--- config.mk ---
export PLATFORM = sky130hd
export DESIGN_NAME = fib_07_top
export DESIGN_NICKNAME = d
export VERILOG_FILES = /design/src/rtl/fib_07_top.sv
export SDC_FILE = /design/constraint.sdc
export NUM_CORES = 1
export LEC_CHECK = 0
export CAP_MARGIN = 20
export CORE_UTILIZATION = 45
export CTS_BUF_LIST = sky130_fd_sc_hd__clkbuf_4 sky130_fd_sc_hd__clkbuf_8
export CTS_CLUSTER_DIAMETER = 200
export CTS_CLUSTER_SIZE = 16
export DETAILED_ROUTE_END_ITERATION = 7
export PLACE_DENSITY = 0.76
export SLEW_MARGIN = 25
export SYNTH_ARGS = -nofsm -noshare
export SYNTH_HDL_FRONTEND = slang
export SYNTH_SLANG_ARGS = --single-unit
--- constraint.sdc ---
create_clock -name clk -period 4.49 [get_ports clk]
set_input_delay 0.449 -clock clk [delete_from_list [all_inputs] [get_ports clk]]
set_output_delay 0.449 -clock clk [all_outputs]
set_load 0.03 [all_outputs]
--- src/rtl/fib_07_top.sv ---
// rtl/fib_07_top.sv - selector-gated Fibonacci generator with wrapping run bound
//
// Steps the pair (a,b) = (F(i), F(i+1)) once per cycle while selector is high.
// When i reaches the bound n the block parks in DONE. The next enabled cycle
// restarts the sequence with bound n+1. A restart from n==N_MAX reloads N_INIT.
//
// Optional feature macro: FIB_SAT_EN
//   defined   : b saturates at 2^WIDTH-1 instead of wrapping
//   undefined : plain modulo-2^WIDTH addition
//
// Ports:
//   clk      in   1      rising-edge clock
//   rst      in   1      asynchronous active-low reset
//   selector in   1      step enable
//   a        out  WIDTH  F(i)
//   b        out  WIDTH  F(i+1)
//   i        out  WIDTH  step index
//   n        out  WIDTH  current bound
module fib_07_top #(
    parameter int WIDTH  = 11,
    parameter int N_INIT = 20,
    parameter int N_MAX  = 30
) (
    input  logic             clk,
    input  logic             rst,
    input  logic             selector,
    output logic [WIDTH-1:0] a,
    output logic [WIDTH-1:0] b,
    output logic [WIDTH-1:0] i,
    output logic [WIDTH-1:0] n
);

    localparam logic [WIDTH-1:0] L_N_INIT = WIDTH'(N_INIT);
    localparam logic [WIDTH-1:0] L_N_MAX  = WIDTH'(N_MAX);
    localparam logic [WIDTH-1:0] L_ZERO   = '0;
    localparam logic [WIDTH-1:0] L_ONE    = WIDTH'(1);

    typedef enum logic {
        S_RUN  = 1'b0,
        S_DONE = 1'b1
    } state_t;

    state_t           r_state;
    state_t           w_state_nxt;
    logic [WIDTH-1:0] r_a;
    logic [WIDTH-1:0] r_b;
    logic [WIDTH-1:0] r_i;
    logic [WIDTH-1:0] r_n;
    logic [WIDTH-1:0] w_a_nxt;
    logic [WIDTH-1:0] w_b_nxt;
    logic [WIDTH-1:0] w_i_nxt;
    logic [WIDTH-1:0] w_n_nxt;

    // Sum is formed one bit wider so the carry is available for clamping.
    logic [WIDTH:0]   w_sum;
    logic [WIDTH-1:0] w_b_step;
    logic [WIDTH-1:0] w_i_inc;

    assign w_sum   = {1'b0, r_a} + {1'b0, r_b};
    assign w_i_inc = r_i + L_ONE;

`ifdef FIB_SAT_EN
    assign w_b_step = w_sum[WIDTH] ? {WIDTH{1'b1}} : w_sum[WIDTH-1:0];
`else
    assign w_b_step = w_sum[WIDTH-1:0];
`endif

    always_ff @(posedge clk or negedge rst) begin
        if (!rst) begin
            r_state <= S_RUN;
            r_a     <= L_ZERO;
            r_b     <= L_ONE;
            r_i     <= L_ZERO;
            r_n     <= L_N_INIT;
        end else begin
            r_state <= w_state_nxt;
            r_a     <= w_a_nxt;
            r_b     <= w_b_nxt;
            r_i     <= w_i_nxt;
            r_n     <= w_n_nxt;
        end
    end

    always_comb begin
        w_state_nxt = r_state;
        w_a_nxt     = r_a;
        w_b_nxt     = r_b;
        w_i_nxt     = r_i;
        w_n_nxt     = r_n;
        case (r_state)
            S_RUN: begin
                if (selector) begin
                    w_a_nxt = r_b;
                    w_b_nxt = w_b_step;
                    w_i_nxt = w_i_inc;
                    // Leave RUN on the same edge as the final step.
                    if (w_i_inc == r_n) begin
                        w_state_nxt = S_DONE;
                    end
                end
            end
            S_DONE: begin
                if (selector) begin
                    w_a_nxt     = L_ZERO;
                    w_b_nxt     = L_ONE;
                    w_i_nxt     = L_ZERO;
                    w_n_nxt     = (r_n == L_N_MAX) ? L_N_INIT : (r_n + L_ONE);
                    w_state_nxt = S_RUN;
                end
            end
            default: begin
                w_state_nxt = S_RUN;
            end
        endcase
    end

    assign a = r_a;
    assign b = r_b;
    assign i = r_i;
    assign n = r_n;

endmodule

==> reports/results.ini, run 1 <==
[setup_path]
worstReg2RegEnd=r_state
crit_required_ns=4.68
critPathLaunchType=register
max_stage_delay_ns=1.01
crit_path_end=r_state
path_cells=nand2b_1 -> nor3_1 -> o211ai_4 -> and4bb_1 -> a32o_1
reg2reg_slack_ns=2.15
rr_worst_depth=5
rr_startpoint=r_state
crit_start=r_state
worstSetupPathType=reg -> reg
end_kind=register
critPathSlowestCell=dfrtp_1
worstPathMaxFanout=31
worstPathArrival_ns=2.53

[floorplan]
die_y_um=80.51
core_um2=5921
initial_utilization_pct=46.85
num_rows=28
dieArea_um2=6482
die_w_um=80.51
num_io_pins=47

[global_route]
grt_overflow=0
track_usage_pct=20.40
grt_max_degree=46
antenna_found_initial=0
grt_pass1_vias=2194
grt_pass1_wl_mm=10.37

[clock_tree]
clockRootBuffer=clkbuf_8
postCtsSetupBuffers=0
cts_tree=built
numCtsBuffers=5
cts_sinks=45
h-tree-depth=2
hold_buffers=0
clock_latency_ns=0.31
cts.path.max_buffers=2
clk_pin_slew_worst_paths_ns=0.09
post_cts_resize_count=0

[logic_synthesis]
ys_seq_elements=45
synth_area_per_cell_um2=9.500
synth_area_um2=2774
syn_nets=309
ys_warn_count=0
synth_edf_count=0
synth_top_cell_area_share_pct=37.89
synthTopCellsByArea=dfrtp_1 38%, ha_1 5.9%, xnor2_1 5.4%, inv_1 3.0%, dfstp_2 2.8%
async_flop_share_pct=100.0
yosysSeqAreaShare_pct=40.73
synth_top_area_cell=dfrtp_1
syn_inst=292
synth_flop_cell=dfrtp_1
synth.distinct_cells=58

[sta]
max_clock_freq_mhz=427.5
period_share_pct=52.10
tns_ns=0
tightest_slew_ns=1.004
hold_violations=0
max_slew_margin_pct=33.04
fin_skew_ns=0.007216
layout_min_cycle_time_ns=2.339
setup_viol=0
rsz0062_at_grt=no
finalMaxSlewViolations=0
setup_ws_ns=2.151

[layout]
fillers=522
final_util_pct=56.97
synthToLayoutAreaGrowth_pct=21.61
final_common_cell=clkdlybuf4s50_1
diodes=0
nets=351
fin_cells=410
drive_gt1_share_pct=8.955
final_cell_mix=45 x clkdlybuf4s50_1, 42 x dfrtp_1, 22 x inv_1

[power]
power_leakage_nw=1.407
switching_share_pct=46.02
pwr-share-clk_pct=11.5
pwr-share-comb_pct=58.8
power_density_nw_per_um2=667.2
ir_worst_vdd_uv=450.0
intPower_mw=1.215
seqPwrFrac_pct=29.7
switching_power_mw=1.036

[detailed_routing]
viasPerCell=5.627
dr.pass1.iters=4
wire_per_inst_um=14.97
ant_nets=0
first_iter_violations=140
routed_wl_mm=6.136
vias=2307
drc=0

[outcome]
status=finished clean

[job]
cap_violations=0

[place]
place.gp.congestion=0.8087
portBuffers=46
hpwlAfterDp_mm=4.363
pre_cts_ws_ns=2.202
dp.cells=402

[min_path]
hold_class=in -> async

-- area by class of cell --
class / count / area (um2) / area share (%)
multi-input combinational: 210 / 1500 / 44.47
sequential: 45 / 1130 / 33.49
timing repair buffer: 47 / 465.4 / 13.80
inverter: 25 / 93.84 / 2.782
tap: 75 / 93.84 / 2.782
clock buffer: 5 / 68.82 / 2.040
clock inverter: 3 / 21.27 / 0.6306
-- how the worst min path moves through the flow --
stage          depth (start not counted)  startpoint  slack, ns  endpoint
6_report                               1         rst       0.14      n[7]
5_1_grt                                1         rst       0.18      a[9]
4_1_cts                                1         rst       0.34      a[7]
3_5_place_dp                           2        a[5]       0.50      a[5]
3_3_place_gp                           2        a[7]       0.51      a[7]
2_1_floorplan                          0         rst       0.15      a[0]
-- synthesized netlist by cell type (all sizes together) (4+ instances only) --
library cell  number
dfrtp             42
inv               24
nand2             22
xnor2             17
nor2              16
nand3             15
ha                13
a21oi             12
o21ai             11
o22ai             11
clkbuf             9
nor3               9
xor2               9
nor4               6
o2bb2ai            6
o31ai              6
and3               5
or3                5
a21o               4
a31oi              4
nand3b             4
-- kinds of logic (layout without fill, tap and decap cells) --
| logic type | Yosys count | after routing | synth area share [%] |
|---|---|---|---|
| DFF | 45 | 45 | 40.73 |
| and+or+nand+nor | 94 | 94 | 19.58 |
| xor gates and xnor gates | 26 | 26 | 8.209 |
| AOI/OAI and AO/OA | 71 | 71 | 17.77 |
| buffers and inverters | 37 | 80 | 5.187 |
| adders and majority gates | 14 | 14 | 6.586 |
| muxes | 5 | 5 | 1.940 |
-- flip-flops by register name, summed over array words and instances, names as in the netlist --
register,count
a,11
b,11
i,11
n,11
r_state,1
-- layer usage --
metal	up-vias	global-route usage [%]	wire length, um
met5	-	0	0
met4	0	5.893	53
met3	5	2.727	205
met2	49	31.61	2838
met1	1114	29.42	3039
li1	1139	-	-
-- power groups by stage --
stage	sequential, mW	clock, mW	combinational, mW
after floorplan	0.877	0	0.717
after global placement	0.674	0	1.28
after detailed placement	0.678	0	1.32
after CTS	0.671	0.267	1.32
after global routing	0.688	0.280	1.45
final	0.668	0.259	1.32
-- per-stage QoR --
stage | cell area, um2 | hold slack [ns] | power [mW]
6_report | 3373 | 0.1388 | 2.251
5_1_grt | 3373 | 0.1801 | 2.415
4_1_cts | 3371 | 0.3416 | 2.261
3_5_place_dp | 3281 | 0.5048 | 1.995
3_3_place_gp | 3281 | 0.5059 | 1.958
2_1_floorplan | 2774 | 0.1534 | 1.594
-- critical path: cells and delay by family, from the launching register on --
kind / cells / cell delay [ns]
DFF: 1 / 1.01
and+or+nand+nor: 3 / 0.91
AOI/OAI and AO/OA: 2 / 0.30
Note: power is estimated with default switching activity, not from simulation.
==> inputs of run 2 (changes only) <==
--- a/config.mk
+++ b/config.mk
@@ -11,7 +11,7 @@
 export CTS_CLUSTER_DIAMETER = 200
 export CTS_CLUSTER_SIZE = 16
 export DETAILED_ROUTE_END_ITERATION = 7
-export PLACE_DENSITY = 0.76
+export PLACE_DENSITY = 0.79
 export SLEW_MARGIN = 25
 export SYNTH_ARGS = -nofsm -noshare
 export SYNTH_HDL_FRONTEND = slang
==> constraint.sdc (replaced) <==
create_clock -name clk -period 2.1 [get_ports clk]
set_input_delay 0.21 -clock clk [delete_from_list [all_inputs] [get_ports clk]]
set_output_delay 0.21 -clock clk [all_outputs]
set_load 0.03 [all_outputs]
==> reports/results.ini, run 2 (same netlist as run 1, synthesis figures left out) <==
[detailed_routing]
drc=0  ; unchanged
route.met2.wl_mm=3.043  ; +7.2%
highest_layer=met4
met1_length_mm=2.964  ; -2.5%
wire_per_inst_um=15.01  ; +0.28%
first_iter_violations=127  ; -9.3%
routed_wl_mm=6.318  ; +3.0%
viasPerCell=5.656  ; +0.51%
vias=2381  ; +3.2%
ant_nets=0  ; unchanged
wl_met3_um=217  ; +5.9%
dr.pass1.iters=4  ; unchanged

[layout]
synthToLayoutAreaGrowth_pct=25.62
nets=362  ; +3.1%
diodes=0  ; unchanged
fin_cells=421  ; +2.7%
drive_gt1_share_pct=13.29  ; +4.3 points
final_cell_mix=45 x clkdlybuf4s50_1, 42 x dfrtp_1, 22 x inv_1
fillers=508  ; -2.7%
final_common_cell=clkdlybuf4s50_1

[job]
cap_violations=0  ; unchanged

[clock_tree]
clk_pin_slew_worst_paths_ns=0.10  ; about the same
cts.path.max_buffers=2  ; unchanged
cts_sinks=45  ; unchanged
clockRootBuffer=clkbuf_8
cts_tree=built
h-tree-depth=2  ; unchanged
postCtsSetupBuffers=0  ; unchanged
clock_latency_ns=0.32  ; about the same
numCtsBuffers=5  ; unchanged

[global_route]
grt_pass1_vias=2275  ; +3.7%
grt_max_degree=46  ; unchanged
grt_overflow=0  ; unchanged
grt_pass1_wl_mm=10.48  ; +1.1%
antenna_found_initial=0  ; unchanged
track_usage_pct=21.06  ; +0.66 points

[min_path]
hold_class=in -> async

[floorplan]
num_io_pins=47  ; unchanged
dieArea_um2=6482  ; unchanged
die_y_um=80.51  ; unchanged
core_um2=5921  ; unchanged
num_rows=28  ; unchanged
initial_utilization_pct=46.85  ; unchanged
die_w_um=80.51  ; unchanged

[setup_path]
worstPathMaxFanout=3  ; -90%
reg2reg_slack_ns=0.11  ; -2.04 ns
crit_required_ns=2.30  ; -2.38 ns
rr_worst_depth=8  ; +3
critPathLaunchType=register
worstPathArrival_ns=2.19  ; -0.34 ns
rr_startpoint=b[0]
end_kind=register
worstReg2RegEnd=b[10]
worstSetupPathType=reg -> reg

[sta]
tightest_slew_ns=0.5872  ; -0.4172 ns
layout_min_cycle_time_ns=1.993  ; -0.3457 ns
finalMaxSlewViolations=0  ; unchanged
period_share_pct=94.92  ; +43 points
setup_viol=0  ; unchanged
rsz0062_at_grt=no
fin_skew_ns=0.01505  ; +0.007829 ns
tns_ns=0  ; unchanged
max_slew_margin_pct=60.86  ; +28 points
max_clock_freq_mhz=501.7  ; +17%
hold_violations=0  ; unchanged

[power]
power_leakage_nw=1.459  ; +3.7%
power_density_nw_per_um2=1413  ; +110%
ir_worst_vdd_uv=1018  ; +130%

[place]
hpwlAfterDp_mm=4.558  ; +4.5%
place.gp.congestion=0.8231  ; +1.8%
dp.cells=412  ; +2.5%
portBuffers=46  ; unchanged

[outcome]
status=finished clean

-- run 2: changes by cell type in the layout (fill, tap and decap cells not counted), sizes merged --
| cell | previous run | this run |
|---|---|---|
| dlygate4sd3 | 0 | 1 |
| inv | 25 | 24 |
| buf | 2 | 12 |
| clkinvlp | 1 | 3 |
| clkinv | 2 | 1 |
-- run 2: layer usage --
layer	global-route usage, %	vias up
met1	27.41	1164
met5	0	-
met4	8.036	0
met3	3.295	10
met2	34.92	51
li1	-	1156
-- run 2: critical path, stage by stage (launching register included) --
cell and delay [ns]:
dfstp_2 0.54, ha_1 0.16, inv_1 0.06, fa_2 0.34
nor2b_2 0.14, o2111ai_2 0.18, a31oi_1 0.24, o21bai_1 0.14
o211ai_1 0.10
-- run 2: what timing repair did --
action,4_1_cts,5_1_grt
resized for setup,0,6
endpoints found under the hold margin,11,0
hold buffers,1,0
endpoints found under the setup margin,0,3
-- run 2: power by group --
group	internal (mW)	leakage (nW)	switching (mW)	total, mW
sequential	1.13	0.532	0.282	1.41
combinational	1.30	0.890	1.66	2.95
clock	0.234	0.0364	0.325	0.559
total	2.66	1.46	2.26	4.92
-- run 2: per-stage QoR --
| step | hold WS (ns) | util [%] | setup slack [ns] | area, um2 | power (mW) |
|---|---|---|---|---|---|
| finish | 0.5213 | 58.85 | 0.1066 | 3485 | 4.925 |
| global route | 0.5501 | 58.85 | 0.01089 | 3485 | 5.245 |
| CTS | 0.5247 | 58.39 | 0.06683 | 3457 | 4.878 |
| detailed placement | 0.3392 | 56.68 | 0.06002 | 3356 | 4.313 |
| global placement | 0.3384 | 56.68 | 0.1334 | 3356 | 4.232 |
| floorplan | -0.08559 | - | 0.03666 | 2774 | 3.408 |
-- run 2: final cells by class --
class                           instances  area, um2  share of cell area [%]
Inverter                               25      93.84                   2.693
Clock inverter                          3      22.52                  0.6463
Multi-Input combinational cell        210       1528                   43.84
Sequential cell                        45       1130                   32.42
Clock buffer                            5      68.82                   1.975
Timing Repair Buffer                   58      548.0                   15.73
Tap cell                               75      93.84                   2.693
-- run 2: worst max path at each step --
stage	from	end	depth (start not counted)
after global placement	b[0]	b[10]	8
final	b[0]	b[10]	8
after global routing	b[0]	b[10]	8
after detailed placement	b[0]	b[10]	8
after floorplan	b[0]	b[8]	8
after CTS	b[0]	b[10]	8
